`src/rtl/paddle_ctrl.sv`:
```
// Paddle position controller: synchronizes raw up/down buttons and moves the
// paddle once per animation frame, accelerating from SLOW to FAST on a long hold.
module paddle_ctrl #(
    parameter int PX           = 600,
    parameter int PY           = 240,
    parameter int P_HW         = 5,
    parameter int P_HH         = 40,
    parameter int D_HEIGHT     = 480,
    parameter int SLOW_SPD     = 2,
    parameter int FAST_SPD     = 6,
    parameter int ACCEL_FRAMES = 16
) (
    input  logic        i_clk,
    input  logic        i_rst,
    input  logic        i_ani_stb,
    input  logic        i_animate,
    input  logic        i_enable,
    input  logic [1:0]  i_mode,
    input  logic        i_btn_up,
    input  logic        i_btn_dn,
    output logic [11:0] o_x1,
    output logic [11:0] o_x2,
    output logic [11:0] o_y1,
    output logic [11:0] o_y2,
    output logic [1:0]  o_com,
    output logic        o_fast
);

    localparam int CNT_W = (ACCEL_FRAMES > 1) ? $clog2(ACCEL_FRAMES) : 1;

    localparam logic [11:0]      Y_INIT   = 12'(PY);
    localparam logic [11:0]      Y_MIN    = 12'(P_HH);
    localparam logic [11:0]      Y_MAX    = 12'(D_HEIGHT - P_HH);
    localparam logic [11:0]      HALF_H   = 12'(P_HH);
    localparam logic [11:0]      X_LEFT   = 12'(PX - P_HW);
    localparam logic [11:0]      X_RIGHT  = 12'(PX + P_HW);
    localparam logic [11:0]      SPD_SLOW = 12'(SLOW_SPD);
    localparam logic [11:0]      SPD_FAST = 12'(FAST_SPD);
    localparam logic [CNT_W-1:0] CNT_LAST = CNT_W'(ACCEL_FRAMES - 1);

    typedef enum logic [1:0] {IDLE, SLOW, FAST} state_t;
    typedef enum logic [1:0] {REQ_NONE, REQ_UP, REQ_DN} req_t;

    logic             up_p0, up_p1;
    logic             dn_p0, dn_p1;
    logic             tick;
    req_t             req;

    state_t           state, state_nxt;
    logic [CNT_W-1:0] cnt, cnt_nxt;
    logic             dir_dn, dir_dn_nxt;
    logic [11:0]      y, y_nxt;
    logic [1:0]       com, com_nxt;
    logic [11:0]      spd;

    // Saturating moves: computed in a wider signed space so neither end wraps.
    function automatic logic [11:0] sat_up(input logic [11:0] pos, input logic [11:0] step);
        logic signed [13:0] diff;
        diff = $signed({2'b00, pos}) - $signed({2'b00, step});
        if (diff < $signed({2'b00, Y_MIN}))
            return Y_MIN;
        return diff[11:0];
    endfunction

    function automatic logic [11:0] sat_dn(input logic [11:0] pos, input logic [11:0] step);
        logic signed [13:0] sum;
        sum = $signed({2'b00, pos}) + $signed({2'b00, step});
        if (sum > $signed({2'b00, Y_MAX}))
            return Y_MAX;
        return sum[11:0];
    endfunction

    // Stage p0/p1: two-flop button synchronizers
    always_ff @(posedge i_clk or posedge i_rst) begin
        if (i_rst) begin
            up_p0 <= 1'b0;
            up_p1 <= 1'b0;
            dn_p0 <= 1'b0;
            dn_p1 <= 1'b0;
        end else begin
            up_p0 <= i_btn_up;
            up_p1 <= up_p0;
            dn_p0 <= i_btn_dn;
            dn_p1 <= dn_p0;
        end
    end

    assign tick = i_ani_stb & i_animate & i_enable;
    assign req  = (up_p1 & ~dn_p1) ? REQ_UP :
                  (dn_p1 & ~up_p1) ? REQ_DN : REQ_NONE;

    always_ff @(posedge i_clk or posedge i_rst) begin
        if (i_rst) begin
            state  <= IDLE;
            cnt    <= '0;
            dir_dn <= 1'b0;
            y      <= Y_INIT;
            com    <= 2'b00;
        end else begin
            state  <= state_nxt;
            cnt    <= cnt_nxt;
            dir_dn <= dir_dn_nxt;
            y      <= y_nxt;
            com    <= com_nxt;
        end
    end

    always_comb begin
        state_nxt  = state;
        cnt_nxt    = cnt;
        dir_dn_nxt = dir_dn;
        y_nxt      = y;
        com_nxt    = com;
        spd        = SPD_SLOW;

        if (i_mode == 2'd0) begin
            // Not playing: hold the paddle parked at the centre every clock.
            state_nxt  = IDLE;
            cnt_nxt    = '0;
            dir_dn_nxt = 1'b0;
            y_nxt      = Y_INIT;
            com_nxt    = 2'b00;
        end else if (tick) begin
            if (req == REQ_NONE) begin
                state_nxt = IDLE;
                cnt_nxt   = '0;
                com_nxt   = 2'b00;
            end else begin
                dir_dn_nxt = (req == REQ_DN);
                // A fresh press or a reversal always restarts the slow phase.
                if (state == IDLE || dir_dn_nxt != dir_dn) begin
                    state_nxt = SLOW;
                    cnt_nxt   = '0;
                    spd       = SPD_SLOW;
                end else if (state == SLOW) begin
                    if (cnt == CNT_LAST) begin
                        state_nxt = FAST;
                        spd       = SPD_FAST;
                    end else begin
                        cnt_nxt = cnt + CNT_W'(1);
                        spd     = SPD_SLOW;
                    end
                end else begin
                    state_nxt = FAST;
                    spd       = SPD_FAST;
                end
                y_nxt   = dir_dn_nxt ? sat_dn(y, spd) : sat_up(y, spd);
                com_nxt = {(y_nxt > y), (y_nxt < y)};
            end
        end
    end

    assign o_x1   = X_LEFT;
    assign o_x2   = X_RIGHT;
    assign o_y1   = y - HALF_H;
    assign o_y2   = y + HALF_H;
    assign o_com  = com;
    assign o_fast = (state == FAST);

endmodule

```
`config.mk`:
```
export PLATFORM = sky130hd
export DESIGN_NAME = paddle_ctrl
export DESIGN_NICKNAME = d
export VERILOG_FILES = /design/src/rtl/paddle_ctrl.sv
export SDC_FILE = /design/constraint.sdc
export NUM_CORES = 1
export LEC_CHECK = 0
export CAP_MARGIN = 0
export CELL_PAD_IN_SITES_DETAIL_PLACEMENT = 0
export CELL_PAD_IN_SITES_GLOBAL_PLACEMENT = 1
export CORE_UTILIZATION = 34
export CTS_BUF_LIST = sky130_fd_sc_hd__clkbuf_16
export DETAILED_ROUTE_END_ITERATION = 10
export PLACE_DENSITY = 0.78
export SLEW_MARGIN = 20
export SYNTH_ARGS = -nofsm -noshare
export SYNTH_HDL_FRONTEND = slang
export SYNTH_SLANG_ARGS = --single-unit
```
`constraint.sdc`:
```
create_clock -name i_clk -period 4.25 [get_ports i_clk]
set_input_delay 0.85 -clock i_clk [delete_from_list [all_inputs] [get_ports i_clk]]
set_output_delay 0.85 -clock i_clk [all_outputs]
set_load 0.02 [all_outputs]
```
Yosys cells after proc, flatten, opt, wreduce, memory -nomap -nowiden

Cells that the tools add are included.

Register bits after elaboration: 25
Input bits: 9
Output and inout port bits: 51

Add/subtract/negate cells: 5
Order comparisons: 4
Equal/unequal tests: 8
Multiplexer cells: 48
Bitwise gates (word level): 6
Reduce and logical (&&, ||, !) cells: 9

Operators by type and width:

| cell                                                        | count |
|---|---|
| 2-to-1 mux 12 bit                                           | 19 |
| 2-to-1 mux 4 bit                                            | 6 |
| 2-to-1 mux 2 bit                                            | 11 |
| adder 12 x 12 -> 13 bit                                     | 1 |
| > comparator 13 x 9 -> 1 bit, second input constant         | 1 |
| less-than comparator 13 x 7 -> 1 bit, second input constant | 1 |
| subtractor 12 x 12 -> 13 bit                                | 1 |
| adder 12 x 6 -> 12 bit, second input constant               | 1 |
| > comparator 12 bit                                         | 1 |
| less-than comparator 12 bit                                 | 1 |
| subtractor 12 x 6 -> 12 bit, second input constant          | 1 |
| 2-to-1 mux 1 bit                                            | 11 |
| logical NOT 2 bit                                           | 3 |
| inequality test 5 x 4 -> 1 bit, second input constant       | 1 |
| adder 4 x 1 -> 4 bit, second input constant                 | 1 |
| AND 1 bit                                                   | 4 |
| equality test 2 bit, second input constant                  | 2 |
| equality test 4 bit, second input constant                  | 1 |
| inequality test 4 bit, second input constant                | 1 |
| AND reduction 2 bit                                         | 2 |
| nonzero test 4 bit                                          | 1 |
| 2-to-1 mux 3 bit                                            | 1 |
| AND reduction 3 bit                                         | 1 |
| equality test 2 x 1 -> 1 bit, second input constant         | 1 |
| other kinds (5)                                             | 6 |

Longest topological paths before layout

Gate-level depths: netlist (run 1).

Depth in word-level cells: 26
Depth in mapped cells: 23

Worst setup path before layout (run 1)

OpenSTA, ideal clock, no wires.

Path kind: register -> register
Start: reg up_p1
End: reg com[1], in the netlist o_com[1]
Library setup time: 0.121 ns
Arrival: 4.382 ns
Required time: 4.129 ns
Path slack: -0.253 ns
Cell stages (with the launch flop): 23
Buffers on the path: 2
Clock period less this slack: 4.503 ns
Path through: dfrtp_1 -> inv_1 -> ha_1 -> clkbuf_1 -> xnor2_1 -> o21ai_0 -> or2_2 -> fa_1 -> nor3b_4 -> nand3_1 -> xnor2_1 -> or4_4 -> nand2b_1 -> buf_6 -> and2_1 -> nor2_1 -> ha_1 -> nor2b_1 -> o21a_1 -> o21a_1 -> o21ai_0 -> o211ai_1 -> a22o_1

Longest elaborated chain between the ends: 26

RTL lines:

| item                   | RTL line | source |
|---|---|---|
| start, declared        | 44       | `logic up_p0, up_p1;` |
| start signal, assigned | 82       | `up_p1 <= up_p0;` |
| NOT 1 bit              | 90       | `(dn_p1 & ~up_p1) ? REQ_DN : REQ_NONE;` |
| AND 1 bit              | 90       |  |
| 2-to-1 mux 2 bit       | 90       |  |
| 2-to-1 mux 2 bit (*)   | 89       | `assign req = (up_p1 & ~dn_p1) ? REQ_UP :` |
| equality test 2 bit    | 129      | `dir_dn_nxt = (req == REQ_DN);` |
| inequality test 1 bit  | 131      | `if (state == IDLE \|\| dir_dn_nxt != dir_dn) begin` |
| logical OR 1 bit       | 131      |  |
| 2-to-1 mux 12 bit      | 131      |  |
| (+10 left out)         | --       |  |
| 2-to-1 mux 12 bit      | 124      | `if (req == REQ_NONE) begin` |
| 2-to-1 mux 12 bit      | 123      | `end else if (tick) begin` |
| 2-to-1 mux 12 bit      | 116      | `if (i_mode == 2'd0) begin` |
| 2-to-1 mux 12 bit      | 147      | `y_nxt = dir_dn_nxt ? sat_dn(y, spd) : sat_up(y, spd);` |
| > comparator 12 bit    | 148      | `com_nxt = {(y_nxt > y), (y_nxt < y)};` |
| 2-to-1 mux 2 bit (*)   | 124      |  |
| 2-to-1 mux 2 bit (*)   | 123      |  |
| 2-to-1 mux 2 bit (*)   | 116      |  |
| end signal, assigned   | 104      | `com <= com_nxt;` |
| end, declared          | 53       | `logic [1:0] com, com_nxt;` |

Every way passes the cells marked *; elsewhere a longest branch is shown, timed or not. The select of a mux whose other input is x is not followed.
A chain may end at the register's enable or synchronous reset.

Final worst setup path (run 1)

Ends and elaborated chain as after synthesis.

==> results of run 1 <==
## cell type report
class	instances	area share, %
clock buffers	3	2.34
clock inverters	1	0.234
inverters	18	2.11
repair buffers	60	16.8
flip-flops and latches	25	19.7
multi-input cells	250	54.9
well taps	99	3.87
## final timing paths
check / to / from / slack [ns]
setup / recovery: o_com[1] / up_p1 / 0.12
hold / removal: up_p1 / up_p0 / 0.36
setup reg to reg: o_com[1] / up_p1 / 0.12
hold reg to reg: up_p1 / up_p0 / 0.36
max in group asynchronous: y[7] / i_rst / 2.91
min in group asynchronous: dn_p1 / i_rst / 0.96
## layer usage
| layer | track usage, % | wire, um | vias to the layer above | part of all wire, % |
|---|---|---|---|---|
| met3 | 1.78 | 443 | 2 | 6.5 |
| li1 | - | - | 1137 | - |
| met4 | 3.63 | 24 | 0 | 0.35 |
| met1 | 24.4 | 3080 | 1136 | 45 |
| met5 | 0 | 0 | - | 0 |
| met2 | 29.0 | 3270 | 90 | 48 |
## state kept, by name, summed over array words and instances, names as in the netlist
name and count:
up_p0 1, cnt 4, o_com 2, dn_p0 1, state 2, up_p1 1
dn_p1 1, dir_dn 1, y 12
## power breakdown
| part | internal (W) | switching, W | leakage, nW |
|---|---|---|---|
| combinational | 0.000203 | 0.000246 | 1.02 |
| sequential | 0.000257 | 0.0000334 | 0.317 |
| clock | 0.000128 | 0.0000912 | 0.0371 |
| total | 0.000587 | 0.000370 | 1.37 |
## layout by cell type, fill, tap and decap left out, types with 3 or more instances in the layout
master,instances
xnor2_2,3
o21a_1,4
nor2_1,21
nand2b_1,3
and3_1,3
a21oi_1,19
o21ai_0,10
buf_4,25
inv_1,15
conb_1,24
clkdlybuf4s50_1,35
a21o_1,6
nor2b_1,5
nand3_1,6
o211ai_1,4
xnor2_1,27
dfrtp_1,21
nand4_1,9
nand2_1,27
nor3_1,6
a22o_1,3
dfstp_2,4
clkbuf_16,3
ha_1,17
## worst max-delay path: stages (launching register included)
cell and delay [ns]:
dfrtp_1 0.36, inv_1 0.06, ha_2 0.20, xnor2_2 0.11
o21ai_1 0.09, or2_4 0.26, fa_2 0.38, nor3b_4 0.27
xnor2_1 0.11, o31a_1 0.25, or4_4 0.44, nand2b_4 0.11
buf_4 0.11, a21oi_1 0.03, ha_1 0.29, a21o_1 0.18
a21o_1 0.17, a21oi_1 0.24, o211ai_1 0.16, a22o_1 0.20
## Yosys cell counts (all sizes together) (7+ instances only)
| master | number | share of area (%) |
|---|---|---|
| xnor2 | 30 | 10 |
| nand2 | 27 | 3.9 |
| a21oi | 20 | 3.9 |
| dfrtp | 21 | 20 |
| ha | 18 | 8.6 |
| nand4 | 9 | 2.1 |
| clkbuf | 9 | 1.3 |
| buf | 40 | 11 |
| o21ai | 12 | 2.3 |
| inv | 17 | 2.4 |
| nand3 | 7 | 1.3 |
| nor2 | 21 | 3.0 |
## timing repair
action                     in CTS  in global routing
setup buffers                   0                  5
setup endpoints to repair       1                  2
resized for setup               1                 10
pin swaps                       0                  6
## cells by family after synthesis
family	Yosys count	share of synthesized area, %
multiplexers	4	1.62
XOR/XNOR	32	10.7
flip-flops	25	24.0
other	2	0.285
adder cells (fa/ha/maj)	20	10.1
AND/OR/NAND/NOR	99	19.6
buffers and inverters	67	14.9
AO/OA/AOI/OAI	71	18.9
## stage by stage
step | setup TNS, ns | cell area, um^2 | total power (W) | std cells | setup slack, ns
floorplan | 0 | 2730 | 0.000598 | 342 | 0.0000546
global placement | 0 | 3030 | 0.000723 | 447 | 0.0941
detailed placement | -0.0416 | 3030 | 0.000725 | 447 | -0.0416
CTS | 0 | 3120 | 0.000948 | 451 | 0.0395
global route | -0.0855 | 3200 | 0.00102 | 456 | -0.0703
finish | 0 | 3200 | 0.000958 | 456 | 0.120
==> results.tsv, run 1 <==
stage	metric	value	unit
route	antenna viol nets, final	0	
setup_path	reg2reg path depth	19	
route	drt total wl	6.82	mm
finish	Final nets	387	
grt	number of antenna violations at the first check in global routing	0	
place	gpl congestion	0.872	
setup_path	Required @ worst endpoint	4.41	ns
finish	Inserted Diodes	0	
sta	clk_skew	0.00787	ns
clock_network	TritonCTS sink count	25	
sta	Hold Fails Final Rpt	0	
finish	final core utilization	43.4	%
sta	clock period minus worst slack	4.13	ns
job	Max-Cap Viols	0	
synthesis	Yosys cell types	59	
route	Pre-antenna DRT Iters	5	
synthesis	Seq/Total Area, Yosys	24.0	%
finish	layout cells sized above 1	16.5	%
route	DRT iter0 DRCs	196	
setup_path	crit end category	flop	
floorplan	Core Rows	31	
sta	Slew Limit Fails	0	
grt	vias in the first global route	2260	
sta	Setup violations, final	0	
clock_network	H-tree depth	1	
floorplan	Starting Density	35.7	%
floorplan	Placeable Area	7370	um^2
synthesis	Post-Syn Area	2630	um^2
place	I/O Buffers	35	
route	vias per cell	5.19	
synthesis	Synth Instances	320	
sta	fmax	242	MHz
synthesis	Mapped Avg Cell Area	8.22	um^2
synthesis	Post-synth EDFFs	0	
place	post-DP HPWL	5.26	mm
synthesis	synthesis warning total	0	
synthesis	Post-synth ARST share	100	%
clock_network	CTS tree	done	
hold_path	Worst Hold Class	flop to flop	
setup_path	CP arrival	4.29	ns
grt	total gr overflow	0	
setup_path	Max FO, Critical Path	4	
grt	largest net degree at the start of global routing	26	
synthesis	top_reg_cell synth	dfrtp_1	
status	status	finished clean	
route	routed via count	2365	
clock_network	clk buf depth	2	
sta	final worst path period share	97.2	%
clock_network	CTS Buf Count	3	
clock_network	clock slew at reported path FFs	0.07	ns
synthesis	Yosys reg bits	25	
power_and_ir_drop	Pwr per Cell Area	299	nW/um^2
clock_network	CTS Hold Bufs	0	
floorplan	die width	90.0	um
clock_network	root buf cell	clkbuf_16	
grt	Total GRT Usage	17.4	%
floorplan	Die ar.	8090	um^2
power_and_ir_drop	Max VDD drop	0.210	mV
finish	register area	631	um^2
finish	# fillers	746	
floorplan	I/O pin count	60	
route	DRC	0	
clock_network	Worst-Skew Late Latency	0.26	ns
sta	Slew HR	45.2	%
sta	Worst-Margin Slew	0.819	ns
grt	first-pass GRT wire length	11.4	mm
route	average wire per standard cell	15.0	um
power_and_ir_drop	Leakage	1.37	nW
sta	Hold WS	0.356	ns
sta	RSZ-0062 raised after global routing	yes	
floorplan	chip height	90.0	um
setup_path	Setup crit start kind	flop	
setup_path	Crit Path Class	flop to flop	
hold_path	Min-Delay Path Depth	0	
finish	Synth-to-Final Area Change	21.7	%
finish	multi-input logic area	1760	um^2
Power figures use the tool's default switching activity.
==> inputs of run 2 (changes only) <==
Settings changed: HOLD_SLACK_MARGIN from default to 0.05.
==> results of run 2 <==
Same layout as run 1: the final DEF is identical, and so are final timing and power.
